### src/rtl/seven_segment_reader.sv
// Recovers a two-digit decimal number from a multiplexed 7-segment display bus.
// Each digit pattern must hold steady for STABLE_CYCLES clocks before it is decoded.
module seven_segment_reader #(
    parameter int STABLE_CYCLES = 4
) (
    input  logic       clk,
    input  logic       reset,
    input  logic [6:0] segments,
    input  logic       digit,
    output logic [3:0] tens,
    output logic [3:0] units,
    output logic [6:0] value,
    output logic       valid,
    output logic       error
);

    localparam logic [7:0] CAPTURE_AT = 8'(STABLE_CYCLES - 1);

    logic [7:0] sync1_q, sync2_q, prev_q;
    logic [7:0] cnt_q, cnt_d;
    logic [3:0] pend_units_q, pend_units_d, pend_tens_q, pend_tens_d;
    logic       have_units_q, have_units_d, have_tens_q, have_tens_d;
    logic [3:0] tens_q, tens_d, units_q, units_d;
    logic [6:0] value_q, value_d;
    logic       valid_q, valid_d, error_q, error_d;
    logic       capture;
    logic       dec_ok;
    logic [3:0] dec_val;

    // prev_q lags sync2_q by one clock, so it is the pattern the counter has been timing
    always_comb begin
        dec_ok  = 1'b1;
        dec_val = 4'd0;
        case (prev_q[6:0])
            7'h3F: dec_val = 4'd0;
            7'h06: dec_val = 4'd1;
            7'h5B: dec_val = 4'd2;
            7'h4F: dec_val = 4'd3;
            7'h66: dec_val = 4'd4;
            7'h6D: dec_val = 4'd5;
            7'h7D: dec_val = 4'd6;
            7'h07: dec_val = 4'd7;
            7'h7F: dec_val = 4'd8;
            7'h6F: dec_val = 4'd9;
            default: dec_ok = 1'b0;
        endcase
    end

    always_comb begin
        if (sync2_q != prev_q) begin
            cnt_d = 8'd0;
        end else if (cnt_q == 8'hFF) begin
            cnt_d = cnt_q;
        end else begin
            cnt_d = cnt_q + 8'd1;
        end
        // The counter passes CAPTURE_AT only once per stable run, giving one capture
        capture = (cnt_q == CAPTURE_AT);
    end

    always_comb begin
        pend_units_d = pend_units_q;
        pend_tens_d  = pend_tens_q;
        have_units_d = have_units_q;
        have_tens_d  = have_tens_q;
        tens_d       = tens_q;
        units_d      = units_q;
        value_d      = value_q;
        valid_d      = 1'b0;
        error_d      = 1'b0;
        if (capture) begin
            if (!dec_ok) begin
                error_d      = 1'b1;
                have_units_d = 1'b0;
                have_tens_d  = 1'b0;
            end else begin
                if (prev_q[7]) begin
                    pend_tens_d = dec_val;
                    have_tens_d = 1'b1;
                end else begin
                    pend_units_d = dec_val;
                    have_units_d = 1'b1;
                end
                if (have_units_d && have_tens_d) begin
                    tens_d       = pend_tens_d;
                    units_d      = pend_units_d;
                    value_d      = {tens_d, 3'b000} + {2'b00, tens_d, 1'b0} + {3'b000, units_d};
                    valid_d      = 1'b1;
                    have_units_d = 1'b0;
                    have_tens_d  = 1'b0;
                end
            end
        end
    end

    always_ff @(posedge clk or posedge reset) begin
        if (reset) begin
            sync1_q      <= '0;
            sync2_q      <= '0;
            prev_q       <= '0;
            cnt_q        <= '0;
            pend_units_q <= '0;
            pend_tens_q  <= '0;
            have_units_q <= 1'b0;
            have_tens_q  <= 1'b0;
            tens_q       <= '0;
            units_q      <= '0;
            value_q      <= '0;
            valid_q      <= 1'b0;
            error_q      <= 1'b0;
        end else begin
            sync1_q      <= {digit, segments};
            sync2_q      <= sync1_q;
            prev_q       <= sync2_q;
            cnt_q        <= cnt_d;
            pend_units_q <= pend_units_d;
            pend_tens_q  <= pend_tens_d;
            have_units_q <= have_units_d;
            have_tens_q  <= have_tens_d;
            tens_q       <= tens_d;
            units_q      <= units_d;
            value_q      <= value_d;
            valid_q      <= valid_d;
            error_q      <= error_d;
        end
    end

    assign tens  = tens_q;
    assign units = units_q;
    assign value = value_q;
    assign valid = valid_q;
    assign error = error_q;

endmodule
### config.mk
export PLATFORM = sky130hd
export DESIGN_NAME = seven_segment_reader
export DESIGN_NICKNAME = d
export VERILOG_FILES = /design/src/rtl/seven_segment_reader.sv
export SDC_FILE = /design/constraint.sdc
export NUM_CORES = 1
export LEC_CHECK = 0
export ABC_AREA = 1
export BUFFER_PORTS_ARGS = -buffer_cell sky130_fd_sc_hd__buf_2
export CAP_MARGIN = 20
export CORE_UTILIZATION = 35
export DETAILED_ROUTE_END_ITERATION = 10
export GPL_TIMING_DRIVEN = 0
export PLACE_DENSITY = 0.53
export SYNTH_ARGS = -nofsm -noshare
export SYNTH_HDL_FRONTEND = slang
export SYNTH_SLANG_ARGS = --single-unit
### constraint.sdc
create_clock -name clk -period 3.4 [get_ports clk]
set_input_delay 0.68 -clock clk [delete_from_list [all_inputs] [get_ports clk]]
set_output_delay 0.68 -clock clk [all_outputs]
set_load 0.005 [all_outputs]
==> flow_summary.yaml <==
outcome:
  outcome: "finished, final reports clean"
timing:
  layout_min_cycle_time_ns: 2.918
  fin_crit_sh_pct: 85.83
  hold_ws_ns: 0.3487
  tns_ns: 0
  rsz0062_at_grt: "no"
  finalSetupViolations: 0
  worst_pin_slew_ns: 0.5617
  final_max_slew_viol_count: 0
  clock.fmax_mhz: 342.7
  finalHoldViolCount: 0
  slew_headroom_pct: 62.16
  finClkSkew_ns: 0.008902
routing:
  dr.pass1.iters: 4
  drc: 0
  drt_iter0_drc: 57
  dr_wl_met2_um: 2417
  wirelength_um: 5081
  routed.top_layer: "met4"
  ant_nets: 0
  vias: 2022
  dr_wl_met3_um: 215
  viasPerCell: 4.483
  met1Wirelength_um: 2367
  wl_per_cell_um: 11.27
setup_path:
  path_max_fanout: 6
  path_class: "reg -> reg"
  r2r-start: "prev_q[3]$_DFF_PP0_"
  cp.arrival_ns: 3.20
  ff2ff_path_depth: 18
  crit_required_ns: 3.68
  crit_path_end_kind: "flip-flop"
  rr_endpoint: "value[6]$_DFFE_PP0P_"
  r2r_slack_ns: 0.48
  startpoint_type: "flip-flop"
power_and_ir_drop:
  p_per_area_nw_per_um2: 480.0
  p_leak_nw: 1.814
  totalPowerFinal_mw: 1.567
  vdd_ir_drop_max_v: 0.0002578
place:
  dpl.hpwl_um: 3616
  port_buffers: 26
  gp_congestion: 0.7816
clocking:
  clock_latency_ns: 0.34
  cts_setup_buffers: 0
  cts_tree: "done"
  cts.sinks: 58
  clockRootBuffer: "clkbuf_8"
  cts_resized: 0
  cts.path.max_buffers: 2
  path_clk_slew_ns: 0.07
  ctsHoldBuffers: 0
  htree_levels: 3
  numCtsBuffers: 9
yosys:
  synth_area_sq_um: 2746
  ys_types: 27
  syn_inst: 309
  synth_top_area_share_pct: 52.85
  synth_fp_nets: 329
  synth_seq_cells: 58
  yosysSeqAreaShare_pct: 52.85
  synth.avg_cell_area_sq_um: 8.888
  yosysTopAreaCell: "dfrtp_1"
  yosys_warnings: 0
  synth_area_leaders: "dfrtp_1 (53%), nand2_1 (15%), inv_1 (3.7%), ha_1 (3.6%), nand3_1 (3.1%)"
layout:
  fin_nets: 367
  antenna_cells: 0
  drive_gt1_share_pct: 18.47
  layout_common_cells: "nand2_1 (113), dfrtp_1 (58), inv_1 (26), buf_2 (26), nor2_1 (22)"
  syn2layout_area_growth_pct: 18.86
  mostFrequentLayoutCell: "nand2_1"
floorplan:
  die_w_um: 90.58
  rows: 31
  dieArea_sq_um: 8205
  die_height_um: 90.58
  io_pins: 27
  start_util_pct: 37.07
  core_sq_um: 7408
min_path:
  min_path_cells: 0
  hp-class: "reg -> reg"
  min_from: "sync1_q[7]$_DFF_PP0_"
  min_to: "sync2_q[7]$_DFF_PP0_"
grt:
  grt_max_degree: 35
  gr-total-overflow: 0
  grt_pass1_vias: 2089
  antenna_found_initial: 0
  grt_pass1_wl_um: 9363
  grt.total_usage_pct: 14.57
flow_run:
  maxCapViolCount: 0
## layout make-up
| class | count | area [sq um] |
|---|---|---|
| multi-input combinational | 213 | 1090 |
| buffer | 7 | 75.07 |
| inverter | 31 | 130.1 |
| tap | 99 | 123.9 |
| sequential | 58 | 1451 |
| clock buffer | 12 | 145.1 |
| fill | 724 | 4144 |
| timing repair buffer | 27 | 150.1 |
| clock inverter | 4 | 98.84 |
## flip-flops by register name, summed over array words and instances, names as in the netlist
name          count
pend_tens_q       4
prev_q            8
pend_units_q      4
sync1_q           8
tens              4
error             1
have_units_q      1
cnt_q             8
units             4
valid             1
have_tens_q       1
value             6
sync2_q           8
## cell usage after synthesis, drive strengths merged
cell	instances
o21bai	1
dfrtp	58
a21oi	6
nand4	11
bufinv	1
o21ai	8
nand3	20
inv	29
nor2	25
xor2	2
clkinv	1
xnor2	8
buf	7
a31oi	2
a211oi	2
nor3	1
ha	8
nand2	117
fa	2
## routing by layer
| layer | GRT usage (%) | up-vias |
|---|---|---|
| li1 | - | 1053 |
| met1 | 17.15 | 923 |
| met2 | 23.99 | 38 |
| met3 | 5.135 | 8 |
| met4 | 6.183 | 0 |
| met5 | 0 | - |
## how the worst max path moves through the flow
stage,start,endpoint,slack [ns],cells past startpoint
5_1_grt,prev_q[4]$_DFF_PP0_,value[6]$_DFFE_PP0P_,0.18,20
3_3_place_gp,prev_q[3]$_DFF_PP0_,value[6]$_DFFE_PP0P_,0.51,17
6_report,prev_q[3]$_DFF_PP0_,value[6]$_DFFE_PP0P_,0.48,18
3_5_place_dp,prev_q[3]$_DFF_PP0_,value[6]$_DFFE_PP0P_,0.49,17
4_1_cts,prev_q[3]$_DFF_PP0_,value[6]$_DFFE_PP0P_,0.47,18
2_1_floorplan,prev_q[3]$_DFF_PP0_,value[6]$_DFFE_PP0P_,0.82,17
## where the power goes
part           switching, mW  total, mW  internal [mW]
Clock                  0.274      0.782          0.509
Sequential            0.0105      0.715          0.705
Combinational         0.0444     0.0693         0.0249
Total                  0.328       1.57           1.24
## cell families (layout without fill, tap and decap cells)
group                      count (synthesis)  in the layout  synth area share, %
and+or+nand+nor                          174            174                27.29
buffers and inverters                     38             81                7.472
adders and majority gates                 10             10                5.103
xor gates and xnor gates                  10             10                3.189
AOI/OAI and AO/OA                         19             19                4.100
DFF                                       58             58                52.85
## critical path, stage by stage, from the launching register on
cell	delay (ns)
dfrtp_1	0.45
inv_1	0.08
nand2_1	0.07
nor2_1	0.20
o21ai_0	0.11
nand2_1	0.10
nand2_1	0.06
nand2_1	0.11
inv_1	0.10
fa_1	0.53
inv_1	0.07
fa_1	0.46
nand3_1	0.10
nand2_1	0.07
inv_1	0.05
nand2_1	0.04
nand2_1	0.07
nand4_1	0.08
nand2_1	0.08
## stage by stage
stage	worst slack (ns)	area, sq um	cells	utilization, %
after global placement	0.5054	3000	434	40.50
final	0.4817	3264	451	44.06
after CTS	0.4658	3264	451	44.06
after detailed placement	0.4869	3020	435	40.77
after floorplan	0.8164	2746	309	-
after global routing	0.1796	3264	451	44.06
(Power assumes the default switching activity.)
